==> src/rtl/adder_pkg.sv <==
// adder_pkg: state encodings, switch codes and display constants
// shared by the adder sequencing controller and its switch filter.
`default_nettype none

package adder_pkg;

  typedef enum logic [2:0] {
    ST_LOAD_A  = 3'b000,
    ST_LOAD_B  = 3'b001,
    ST_ADD_REQ = 3'b010,
    ST_SHOW    = 3'b011,
    ST_ERR     = 3'b100
  } state_t;

  localparam logic [1:0] SW_LOAD_A = 2'b00;
  localparam logic [1:0] SW_LOAD_B = 2'b01;
  localparam logic [1:0] SW_ADD    = 2'b11;
  localparam logic [1:0] SW_BAD    = 2'b10;

  localparam logic [3:0] DISP_ERR  = 4'hF;

endpackage : adder_pkg

`default_nettype wire

==> src/rtl/sw_debounce.sv <==
// sw_debounce: 2-flop synchronizer for the mode switches, followed by a
// stability filter when ADDER_SEQ_DEBOUNCE_EN is defined (pass-through otherwise).
`default_nettype none

module sw_debounce #(
  parameter int DB_CYCLES = 16
) (
  input  logic       clk,
  input  logic       reset,
  input  logic [1:0] sw_i,
  output logic [1:0] sw_o
);

  logic [1:0] meta_q;
  logic [1:0] sync_q;

  always_ff @(posedge clk or posedge reset) begin
    if (reset) begin
      meta_q <= 2'b00;
      sync_q <= 2'b00;
    end else begin
      meta_q <= sw_i;
      sync_q <= meta_q;
    end
  end

`ifdef ADDER_SEQ_DEBOUNCE_EN
  localparam logic [15:0] CNT_LAST = 16'(DB_CYCLES - 1);

  logic [1:0]  filt_q, filt_d;
  logic [1:0]  cand_q, cand_d;
  logic [15:0] cnt_q, cnt_d;

  // cnt_q counts cycles the candidate value has been seen unchanged.
  always_comb begin
    filt_d = filt_q;
    cand_d = cand_q;
    cnt_d  = cnt_q;
    if (sync_q == filt_q) begin
      cand_d = sync_q;
      cnt_d  = 16'd0;
    end else if (sync_q != cand_q) begin
      cand_d = sync_q;
      cnt_d  = 16'd1;
      if (CNT_LAST == 16'd0) begin
        filt_d = sync_q;
        cnt_d  = 16'd0;
      end
    end else if (cnt_q >= CNT_LAST) begin
      filt_d = sync_q;
      cnt_d  = 16'd0;
    end else begin
      cnt_d  = cnt_q + 16'd1;
    end
  end

  always_ff @(posedge clk or posedge reset) begin
    if (reset) begin
      filt_q <= 2'b00;
      cand_q <= 2'b00;
      cnt_q  <= 16'd0;
    end else begin
      filt_q <= filt_d;
      cand_q <= cand_d;
      cnt_q  <= cnt_d;
    end
  end

  assign sw_o = filt_q;
`else
  logic unused_db;
  assign unused_db = ^16'(DB_CYCLES);
  assign sw_o      = sync_q;
`endif

endmodule : sw_debounce

`default_nettype wire

==> src/rtl/adder_seq_ctrl.sv <==
// adder_seq_ctrl: operand entry / add handshake / display sequencer for the
// 4-bit adder board. Switch filtering depends on ADDER_SEQ_DEBOUNCE_EN.
`default_nettype none

module adder_seq_ctrl
  import adder_pkg::*;
#(
  parameter int DB_CYCLES  = 16,
  parameter int TMO_CYCLES = 255
) (
  input  logic       clk,
  input  logic       reset,
  input  logic [1:0] sw,
  input  logic [3:0] tgl,
  output logic [3:0] op_a,
  output logic [3:0] op_b,
  output logic       start,
  input  logic       done,
  input  logic [4:0] sum,
  output logic [4:0] result,
  output logic [3:0] disp,
  output logic [2:0] state,
  output logic       err
);

  localparam logic [15:0] TMO_LAST = 16'(TMO_CYCLES);

  logic [1:0]  sw_q;
  state_t      state_q, state_d;
  logic [3:0]  op_a_q, op_a_d;
  logic [3:0]  op_b_q, op_b_d;
  logic [4:0]  result_q, result_d;
  logic [15:0] tmo_q, tmo_d;

  sw_debounce #(
    .DB_CYCLES (DB_CYCLES)
  ) u_sw_debounce (
    .clk   (clk),
    .reset (reset),
    .sw_i  (sw),
    .sw_o  (sw_q)
  );

  always_comb begin
    state_d  = state_q;
    op_a_d   = op_a_q;
    op_b_d   = op_b_q;
    result_d = result_q;
    tmo_d    = 16'd0;
    case (state_q)
      ST_LOAD_A: begin
        op_a_d = tgl;
        case (sw_q)
          SW_LOAD_B: state_d = ST_LOAD_B;
          SW_BAD:    state_d = ST_ERR;
          default:   state_d = ST_LOAD_A;
        endcase
      end
      ST_LOAD_B: begin
        op_b_d = tgl;
        case (sw_q)
          SW_ADD:    state_d = ST_ADD_REQ;
          SW_LOAD_A: state_d = ST_LOAD_A;
          SW_BAD:    state_d = ST_ERR;
          default:   state_d = ST_LOAD_B;
        endcase
      end
      ST_ADD_REQ: begin
        // done wins over abort, abort wins over timeout
        if (done) begin
          result_d = sum;
          state_d  = ST_SHOW;
        end else if (sw_q == SW_LOAD_A) begin
          state_d  = ST_LOAD_A;
        end else if (tmo_q == TMO_LAST) begin
          state_d  = ST_ERR;
        end else begin
          tmo_d    = tmo_q + 16'd1;
        end
      end
      ST_SHOW, ST_ERR: begin
        if (sw_q == SW_LOAD_A) begin
          state_d  = ST_LOAD_A;
          op_a_d   = 4'd0;
          op_b_d   = 4'd0;
          result_d = 5'd0;
        end
      end
      default: state_d = ST_LOAD_A;
    endcase
  end

  always_ff @(posedge clk or posedge reset) begin
    if (reset) begin
      state_q  <= ST_LOAD_A;
      op_a_q   <= 4'd0;
      op_b_q   <= 4'd0;
      result_q <= 5'd0;
      tmo_q    <= 16'd0;
    end else begin
      state_q  <= state_d;
      op_a_q   <= op_a_d;
      op_b_q   <= op_b_d;
      result_q <= result_d;
      tmo_q    <= tmo_d;
    end
  end

  // All visible outputs decode registered state only.
  always_comb begin
    case (state_q)
      ST_LOAD_A:             disp = op_a_q;
      ST_LOAD_B, ST_ADD_REQ: disp = op_b_q;
      ST_SHOW:               disp = result_q[3:0];
      ST_ERR:                disp = DISP_ERR;
      default:               disp = 4'd0;
    endcase
  end

  assign start  = (state_q == ST_ADD_REQ);
  assign err    = (state_q == ST_ERR);
  assign state  = state_q;
  assign op_a   = op_a_q;
  assign op_b   = op_b_q;
  assign result = result_q;

endmodule : adder_seq_ctrl

`default_nettype wire

==> config.mk <==
export PLATFORM = sky130hd
export DESIGN_NAME = adder_seq_ctrl
export DESIGN_NICKNAME = d
export VERILOG_FILES = /design/src/rtl/adder_pkg.sv /design/src/rtl/sw_debounce.sv /design/src/rtl/adder_seq_ctrl.sv
export SDC_FILE = /design/constraint.sdc
export NUM_CORES = 1
export LEC_CHECK = 0
export ABC_AREA = 1
export BUFFER_PORTS_ARGS = -buffer_cell sky130_fd_sc_hd__buf_2
export CAP_MARGIN = 0
export CORE_ASPECT_RATIO = 0.6
export CORE_UTILIZATION = 54
export DETAILED_ROUTE_END_ITERATION = 16
export PLACE_DENSITY = 0.76
export RECOVER_POWER = 100
export SLEW_MARGIN = 20
export SYNTH_ARGS = -nofsm -noshare
export SYNTH_HDL_FRONTEND = slang
export SYNTH_SLANG_ARGS = --single-unit
==> constraint.sdc <==
create_clock -name clk -period 1.55 [get_ports clk]
set_clock_uncertainty 0.05 [all_clocks]
set_input_delay 0.2325 -clock clk [delete_from_list [all_inputs] [get_ports clk]]
set_output_delay 0.2325 -clock clk [all_outputs]
set_load 0.005 [all_outputs]
==> flow_summary.yaml, run 1 <==
sta:
  final_max_slew_viol_count: 0
  setup_slack_ns: -0.0967
  whs_ns: 0.110
  fin_crit_ns: 1.65
  worst_slew_pin_slew_ns: 0.872
  setup-tns-final_ns: -0.698
  finalCritPeriodShare: 1.06
  rsz0062_at_grt: "yes"
  clock.fmax_mhz: 607
  finalHoldViolCount: 0
  relSlewSlack: 0.418
  setup_violations: 16
placement:
  routabilityCongestion: 0.886
  placed_area_sq_um: 2100
  dpl.hpwl_um: 3150
  io_buffer_count: 35
worst_setup_path:
  path_cells: "inv_2, nand3_4, nand2_4, nand2_2, o211ai_1, buf_2"
  cpPeakStageDelay_ns: 0.48
  cp.arrival_ns: 1.36
  crit_family: "flip-flops"
  crit_slowest_cell: "dfrtp_2"
  critPathCaptureType: "primary output"
  criticalPathCategory: "reg2out"
  cp.required_ns: 1.27
  start_kind: "flip-flop"
  cp_num_buf_inv: 2
  crit_fanout: 6
layout:
  design_area_sq_um: 2470
  antenna_cells: 0
  drive_above_1_share: 0.348
  nNetsFinal: 301
  area_growth_pct: 36.2
flow_run:
  drv_cap: 0
power_and_ir_drop:
  total_power_mw: 3.30
  pwr-share-seq: 0.403
  vdd_drop_max_uv: 1100
  cellLeakagePower_nw: 1.17
  pwr-share-comb: 0.392
  clkPwrFrac: 0.205
  internal-power_mw: 2.07
  power.share.switching: 0.372
  switching_power_mw: 1.23
  power_density_nw_per_um2: 1340
clocking:
  root_buffer: "clkbuf_8"
  clk_pin_slew_worst_paths_ns: 0.07
  htree_levels: 2
  clockBufferDepth: 2
  cts_buffers: 5
  cts_sinks: 36
  clk_latency_ns: 0.28
  cts_tree: "built"
drt:
  viasPerCell: 5.48
  top_layer_used: "met4"
  route.detailed.drc: 0
  first_pass_iters: 5
  drt-met1-wl_um: 2290
  drtAntennaViolNets: 0
  drt_iter0_drc: 158
  num_vias: 1804
  wirelength_um: 4890
  route.met3.wl_um: 439
  wl_met2_um: 2050
  wl_per_cell_um: 14.8
floorplan:
  core.rowCount: 15
  die_y_um: 46.9
  dieArea_sq_um: 3610
  fp.coreArea_sq_um: 3020
  ios: 36
  start_util: 0.601
  floorplan.die.width_um: 76.9
global_route:
  grt_pass1_wl_um: 6730
  grt_max_degree: 37
  grt_pass1_vias: 1334
  antenna_found_initial: 0
  grtUsageTotal: 0.261
  grt.overflow.total: 0
logic_synthesis:
  synth_warnings: 0
  netlist_instances: 231
  synth_top_area_share: 0.496
  yosysSeqAreaShare: 0.496
  yosys-top-cells-area: "dfrtp_1 50%, nand2_1 11%, nor2_1 7.9%"
  syn_area_sq_um: 1820
  synth_top_area_cell: "dfrtp_1"
  ys_ff_latch: 36
  synth.avg_cell_area_sq_um: 7.86
  synth_cell_types: 23
  syn-num-nets: 246
hold_path:
  hold_class: "in2reg"
status:
  violations: "setup timing"
  status: "complete, but fails checks"
power by group through the flow:
stage	logic (mW)	registers [mW]	clock network, mW
finish	1.30	1.33	0.676
global route	1.44	1.35	0.732
CTS	1.18	1.31	0.676
detailed placement	1.09	1.29	0
global placement	1.07	1.29	0
floorplan	0.555	1.30	0
per-layer routing:
layer | track usage | up-vias
li1 | - | 846
met1 | 0.415 | 862
met2 | 0.327 | 84
met3 | 0.0893 | 12
met4 | 0.0615 | 0
met5 | 0 | -
final timing paths:
path | start | end | slack, ns | cells after the start
max reg2reg | state[0] | tmo_q[1] | -0.05 | 7
min in group asynchronous | reset | tmo_q[7] | 0.15 | 3
max in group asynchronous | reset | state[2] | 0.70 | 3
max | state[1] | disp[3] | -0.1 | 6
min | sum[1] | result[1] | 0.11 | 3
min reg2reg | u_sw_debounce.meta_q[0] | u_sw_debounce.sw_o[0] | 0.30 | 0
area by class of cell:
type	count	area [sq um]
clock buffer	8	90.1
fill	180	549
inverter	34	128
multi-input combinational	159	971
sequential	36	906
tap	42	52.6
timing repair buffer	50	325
sequential cells by signal, summed over array words and instances, names as in the netlist:
signal,cells
u_sw_debounce.meta_q,2
op_b,4
u_sw_debounce.sw_o,2
op_a,4
tmo_q,16
result,5
state,3
synth_stat cells:
library cell	instances
nand2_1	51
nor2_1	38
dfrtp_1	36
inv_1	34
nand3_1	22
o21ai_0	16
o211ai_1	4
a21oi_1	3
nand2_2	3
nor2_2	3
nor3_1	3
xnor2_1	3
nand3_2	2
nand4_1	2
nor3_2	2
xor2_1	2
a31oi_1	1
and3_1	1
buf_2	1
buf_6	1
ha_1	1
nor2_4	1
nor3_4	1
cell families (layout without fill, tap and decap cells):
logic type | count (synthesis) | count (layout) | share of synthesized area
adder cells (fa/ha/maj) | 1 | 1 | 0.00689
AO/OA/AOI/OAI | 24 | 24 | 0.0724
flip-flops | 36 | 36 | 0.496
buffers and inverters | 36 | 92 | 0.0793
AND/OR/NAND/NOR | 129 | 129 | 0.321
XOR/XNOR | 5 | 5 | 0.0241
per-stage QoR:
| stage | std cells | worst slack, ns | util |
|---|---|---|---|
| final | 329 | -0.0967 | 0.818 |
| after global routing | 329 | -0.149 | 0.818 |
| after CTS | 324 | -0.0467 | 0.743 |
| after detailed placement | 314 | 0.0334 | 0.695 |
| after global placement | 314 | 0.0804 | 0.695 |
| after floorplan | 231 | 0.151 | - |
repair_timing:
action	in CTS	in global routing
gates resized for setup	14	45
hold buffers	0	2
pin swaps	2	16
buffers inserted	2	2
cloned	0	1
endpoints found under the hold margin	0	2
setup endpoints to repair	5	29
worst reg2reg max path, stage by stage (launching register included):
cell	delay, ns
dfrtp_2	0.49
nor2_4	0.13
nand2_4	0.07
buf_6	0.13
nor3_4	0.24
nand2_4	0.12
clkbuf_16	0.20
nor2_2	0.09
cells in the final DEF, fill, tap and decap left out, types with 3 or more instances in the layout:
cell type / count
nand2_2: 5
clkbuf_8: 6
buf_2: 33
dfrtp_2: 4
nor3_4: 4
nor2_2: 6
dfrtp_1: 32
xnor2_1: 3
nor2_1: 25
inv_2: 3
nand2_1: 45
o211ai_1: 4
nor2_4: 11
clkbuf_1: 3
inv_1: 31
nand3_1: 16
o21ai_0: 14
nand2_4: 4
nand3_2: 7
buf_4: 8
No activity file was read; power rests on OpenSTA's default activity.
==> inputs of run 2 (changes only) <==
--- a/config.mk
+++ b/config.mk
@@ -11,7 +11,7 @@
 export CORE_ASPECT_RATIO = 0.6
 export CORE_UTILIZATION = 54
 export DETAILED_ROUTE_END_ITERATION = 16
-export PLACE_DENSITY = 0.76
+export PLACE_DENSITY = 0.8
 export RECOVER_POWER = 100
 export SLEW_MARGIN = 20
 export SYNTH_ARGS = -nofsm -noshare
==> constraint.sdc (replaced) <==
create_clock -name clk -period 1.55 [get_ports clk]
set_clock_uncertainty 0.05 [all_clocks]
set_input_delay 0.2325 -clock clk [delete_from_list [all_inputs] [get_ports clk]]
set_output_delay 0.2325 -clock clk [all_outputs]
set_load 0.01 [all_outputs]
==> flow_summary.yaml, run 2 (same netlist as run 1, synthesis figures left out) <==
layout:
  multiInputGateArea_sq_um: 843
  final-seq-area_sq_um: 903
  final_cell_mix: "49 x nand2_1, 34 x dfrtp_1, 33 x nor2_1, 30 x inv_1, 22 x buf_2"
  final_common_cell: "nand2_1"
  area_growth_pct: 27.7
  nNetsFinal: 304
  stdcell_count: 331
  drive_above_1_share: 0.253
  fillerInstances: 221
  largest_register_ffs: 16
  antenna_cells: 0
  regMostFlops: "tmo_q"
sta:
  whs_ns: 0.113
  setup_violations: 5
  rsz0062_at_grt: "yes"
  clock.fmax_mhz: 626
  final_max_slew_viol_count: 0
  finalHoldViolCount: 0
  setup_slack_ns: -0.0465
  finalCritPeriodShare: 1.03
  worst_slew_pin_slew_ns: 0.872
  relSlewSlack: 0.419
  fin_crit_ns: 1.60
worst_setup_path:
  critPathCaptureType: "primary output"
  cp.arrival_ns: 1.31
  crit_fanout: 6
  criticalPathCategory: "reg2out"
  cp.required_ns: 1.27
  start_kind: "flip-flop"
drt:
  drtAntennaViolNets: 0
  route.detailed.drc: 0
  wirelength_um: 4510
  num_vias: 1736
  first_pass_iters: 5
  viasPerCell: 5.24
  drt_iter0_drc: 143
  wl_per_cell_um: 13.6
global_route:
  antenna_found_initial: 0
  grt.overflow.total: 0
  grt_pass1_wl_um: 7240
  grtUsageTotal: 0.276
  grt_max_degree: 37
  grt_pass1_vias: 1504
status:
  status: "complete, but fails checks"
  violations: "setup timing"
clocking:
  root_buffer: "clkbuf_8"
  htree_levels: 2
  clk_pin_slew_worst_paths_ns: 0.06
  cts_buffers: 5
  cts_tree: "built"
  clk_latency_ns: 0.29
  cts_sinks: 36
  clockBufferDepth: 2
floorplan:
  floorplan.die.width_um: 76.9
  core.rowCount: 15
  dieArea_sq_um: 3610
  ios: 36
  start_util: 0.601
  fp.coreArea_sq_um: 3020
  die_y_um: 46.9
placement:
  routabilityCongestion: 0.838
  dp_cells: 317
  io_buffer_count: 35
  dpl.hpwl_um: 3230
power_and_ir_drop:
  vdd_drop_max_uv: 1110
  internal-power_mw: 2.00
  pwr-share-comb: 0.409
  power_density_nw_per_um2: 1410
  pwr-share-seq: 0.403
  cellLeakagePower_nw: 1.11
  switching_power_mw: 1.26
  power.share.switching: 0.387
  clkPwrFrac: 0.189
flow_run:
  drv_cap: 0
hold_path:
  hold_class: "in2reg"
==> run 2: worst paths after layout <==
| path | depth (start not counted) | slack [ns] | endpoint | startpoint |
|---|---|---|---|---|
| min | 3 | 0.11 | result[2] | sum[2] |
| max reg2reg | 9 | 0.03 | state[0] | tmo_q[4] |
| max | 6 | -0.05 | disp[1] | state[0] |
| min in group asynchronous | 4 | 0.71 | state[2] | reset |
| min reg2reg | 0 | 0.30 | u_sw_debounce.sw_o[0] | u_sw_debounce.meta_q[0] |
| max in group asynchronous | 4 | 0.15 | state[0] | reset |
==> run 2: power groups by stage <==
stage,clock (mW),sequential [mW],combinational [mW]
detailed placement,0,1.29,1.22
global placement,0,1.29,1.20
finish,0.616,1.31,1.33
global route,0.680,1.34,1.50
CTS,0.630,1.30,1.30
floorplan,0,1.36,0.599
==> run 2: metrics by stage <==
step | TNS (ns) | instance area, sq um | power (mW) | worst slack, ns | utilization
after floorplan | 0 | 1820 | 1.96 | 0.149 | -
after CTS | -0.200 | 2260 | 3.24 | -0.0581 | 0.748
after global routing | -1.65 | 2320 | 3.52 | -0.140 | 0.767
after detailed placement | 0 | 2110 | 2.51 | 0.0536 | 0.698
after global placement | 0 | 2110 | 2.48 | 0.0992 | 0.698
final | -0.167 | 2320 | 3.26 | -0.0465 | 0.767
==> run 2: metal layers <==
layer | up-vias | global-route usage | share of wire
met5 | - | 0 | 0
met4 | 0 | 0.0769 | 0.024
met3 | 14 | 0.0854 | 0.080
met2 | 76 | 0.398 | 0.42
met1 | 797 | 0.403 | 0.48
li1 | 849 | - | -
==> run 2: what timing repair did <==
item / 4_1_cts / 5_1_grt
endpoints found under the hold margin: 3 / 0
endpoints found under the setup margin: 4 / 25
hold buffers: 3 / 0
resized for setup: 12 / 21
pin swaps: 5 / 5
buffers inserted: 2 / 2
==> run 2: area by class of cell <==
| type | count | area share |
|---|---|---|
| repair buffers | 53 | 0.135 |
| clock inverters | 1 | 0.00216 |
| multi-input cells | 159 | 0.364 |
| well taps | 42 | 0.0227 |
| inverters | 34 | 0.0550 |
| flip-flops and latches | 36 | 0.390 |
| clock buffers | 6 | 0.0313 |
==> run 2: worst max-delay path, stage by stage (launching register included) <==
cell	delay (ns)
dfrtp_2	0.47
nor2_2	0.11
nand2_2	0.07
nand2_4	0.09
nand2_1	0.05
o211ai_1	0.08
buf_2	0.15
==> inputs of run 3 (changes only) <==
--- a/config.mk
+++ b/config.mk
@@ -5,13 +5,12 @@
 export SDC_FILE = /design/constraint.sdc
 export NUM_CORES = 1
 export LEC_CHECK = 0
-export ABC_AREA = 1
 export BUFFER_PORTS_ARGS = -buffer_cell sky130_fd_sc_hd__buf_2
 export CAP_MARGIN = 0
 export CORE_ASPECT_RATIO = 0.6
 export CORE_UTILIZATION = 54
 export DETAILED_ROUTE_END_ITERATION = 16
-export PLACE_DENSITY = 0.8
+export PLACE_DENSITY = 0.81
 export RECOVER_POWER = 100
 export SLEW_MARGIN = 20
 export SYNTH_ARGS = -nofsm -noshare
==> flow_summary.yaml, run 3 <==
status:
  status: "complete, but fails checks"
  violations: "setup timing"
layout:
  stdcell_count: 315
  largest_register_ffs: 16
  utilization: 0.897
  final_cell_mix: "35 x dfrtp_1, 32 x buf_2, 31 x buf_4, 21 x nor2_1"
  drive_above_1_share: 0.469
  design_area_sq_um: 2710
  antenna_cells: 0
  final_common_cell: "dfrtp_1"
  nNetsFinal: 288
  regMostFlops: "tmo_q"
  area_growth_pct: 50.8
  fillerInstances: 136
sta:
  relSlewSlack: 0.413
  fin_crit_ns: 1.85
  finalHoldViolCount: 0
  setup-tns-final_ns: -5.73
  whs_ns: 0.117
  rsz0062_at_grt: "yes"
  clock.fmax_mhz: 541
  setup_violations: 36
  final_max_slew_viol_count: 0
  worst_slew_pin_slew_ns: 0.881
  finalCritPeriodShare: 1.19
  setup_slack_ns: -0.300
drt:
  wirelength_um: 7140
  drt_iter0_drc: 326
  viasPerCell: 6.68
  num_vias: 2104
  wl_per_cell_um: 22.7
  drtAntennaViolNets: 0
  route.detailed.drc: 0
  first_pass_iters: 7
placement:
  routabilityCongestion: 0.927
  placed_area_sq_um: 2230
  dpl.hpwl_um: 3330
  pre_cts_ws_ns: -0.0707
  io_buffer_count: 35
  dp_cells: 293
worst_setup_path:
  worstReg2RegEnd: "state[2]"
  cp.arrival_ns: 1.57
  crit_slowest_cell: "dfrtp_2"
  r2r_start: "state[0]"
  critPathLaunch: "state[0]"
  crit_fanout: 8
  critPathCaptureType: "primary output"
  cp.required_ns: 1.27
  cpMostUsedCell: "o21ai_1"
  r2r_setup_slack_ns: -0.25
  cpPeakStageDelay_ns: 0.49
  path_cells: "buf_4, nor2_4, buf_6, o21ai_1, o21ai_1, buf_2"
  r2r_cells: 4
  criticalPathCategory: "reg2out"
  crit_end: "disp[0]"
  start_kind: "flip-flop"
logic_synthesis:
  yosys-top-cells-area: "dfrtp_1 50%, nor2_1 7.5%, o21ai_0 6.7%"
  syn-num-nets: 209
  netlist_instances: 194
  synth.avg_cell_area_sq_um: 9.26
  yosys_most_used_dff: "dfrtp_1"
  async_reset_ff_frac: 1.00
  syn_area_sq_um: 1800
  synth_warnings: 0
  synthTopCellsByCount: "36 x dfrtp_1, 36 x nor2_1, 24 x o21ai_0, 12 x xnor2_1, 11 x a21oi_1"
  synth_edf_count: 0
  ys_ff_latch: 36
  synth_top_area_share: 0.501
  synth_top_area_cell: "dfrtp_1"
  yosysSeqAreaShare: 0.501
  synth_cell_types: 33
global_route:
  antenna_found_initial: 0
  grt_pass1_wl_um: 8390
  grt_pass1_vias: 1636
  grt_max_degree: 37
  grtUsageTotal: 0.336
  grt.overflow.total: 0
clocking:
  htree_levels: 2
  cts_sinks: 36
  root_buffer: "clkbuf_8"
  clk_latency_ns: 0.30
  cts_tree: "built"
  clockBufferDepth: 2
  clk_pin_slew_worst_paths_ns: 0.07
  cts_buffers: 5
floorplan:
  core.rowCount: 15
  start_util: 0.595
  dieArea_sq_um: 3570
  ios: 36
  die_y_um: 46.7
  floorplan.die.width_um: 76.5
  fp.coreArea_sq_um: 3020
power_and_ir_drop:
  pwr-share-seq: 0.332
  power.share.switching: 0.426
  pwr-share-comb: 0.522
  cellLeakagePower_nw: 1.16
  power_density_nw_per_um2: 1580
  internal-power_mw: 2.46
  clkPwrFrac: 0.146
  switching_power_mw: 1.83
  total_power_mw: 4.29
  vdd_drop_max_uv: 1350
hold_path:
  min-delay-start: "sum[4]"
  hold_class: "in2reg"
flow_run:
  drv_cap: 0
## run 3: cell count changes in the layout (fill, tap and decap cells not counted), sizes merged, moves of 5 or more
cell | before | now
buf | 36 | 70
nand2 | 54 | 7
a21oi | 3 | 11
o21ai | 16 | 24
nor2 | 42 | 37
a22o | 0 | 5
nor4 | 0 | 7
xnor2 | 3 | 12
clkbuf | 20 | 10
nand3 | 24 | 5
inv | 34 | 7
## run 3: worst min-delay path by stage
stage               depth (start not counted)  slack (ns)                       to
floorplan                                   0        0.21  u_sw_debounce.meta_q[0]
global placement                            0        0.28    u_sw_debounce.sw_o[1]
detailed placement                          0        0.29    u_sw_debounce.sw_o[1]
CTS                                         2        0.12                result[4]
global route                                2        0.13                result[4]
finish                                      2        0.12                result[4]
## run 3: per-layer routing
metal	track usage	wire (um)
met5	0	0
met4	0.135	347
met3	0.101	979
met2	0.499	3100
met1	0.469	2710
## run 3: repair_timing
action	4_1_cts	5_1_grt
endpoints found under the hold margin	31	0
pin swaps	8	12
hold buffers	3	0
setup endpoints to repair	25	37
setup buffers	7	5
resized for setup	32	39
gates cloned	2	0
## run 3: cells by family after synthesis
kind of cell | share of synthesized area
adders and majority gates | 0.00696
xor gates and xnor gates | 0.0682
AOI/OAI and AO/OA | 0.182
buffers and inverters | 0.0362
and+or+nand+nor | 0.200
DFF | 0.501
muxes | 0.00557
## run 3: area by class of cell
type                       count  area [sq um]  area share
multi-input combinational    145          1130       0.416
sequential                    36           902       0.333
timing repair buffer          77           518       0.191
clock buffer                   6          72.6      0.0268
tap                           42          52.6      0.0194
inverter                       8          33.8      0.0125
clock inverter                 1          5.00     0.00185
## run 3: worst max-delay path, delay by kind of cell (launching register included)
family / cells / cell delay (ns)
compound gates: 2 / 0.18
buf+inv: 3 / 0.48
flops: 1 / 0.49
simple gates: 1 / 0.11
## run 3: power by group through the flow
stage / clock network, mW / logic, mW / registers [mW]
final: 0.628 / 2.24 / 1.42
after floorplan: 0 / 0.810 / 1.39
after detailed placement: 0 / 1.54 / 1.35
after CTS: 0.622 / 1.75 / 1.35
after global placement: 0 / 1.49 / 1.34
after global routing: 0.667 / 2.33 / 1.44
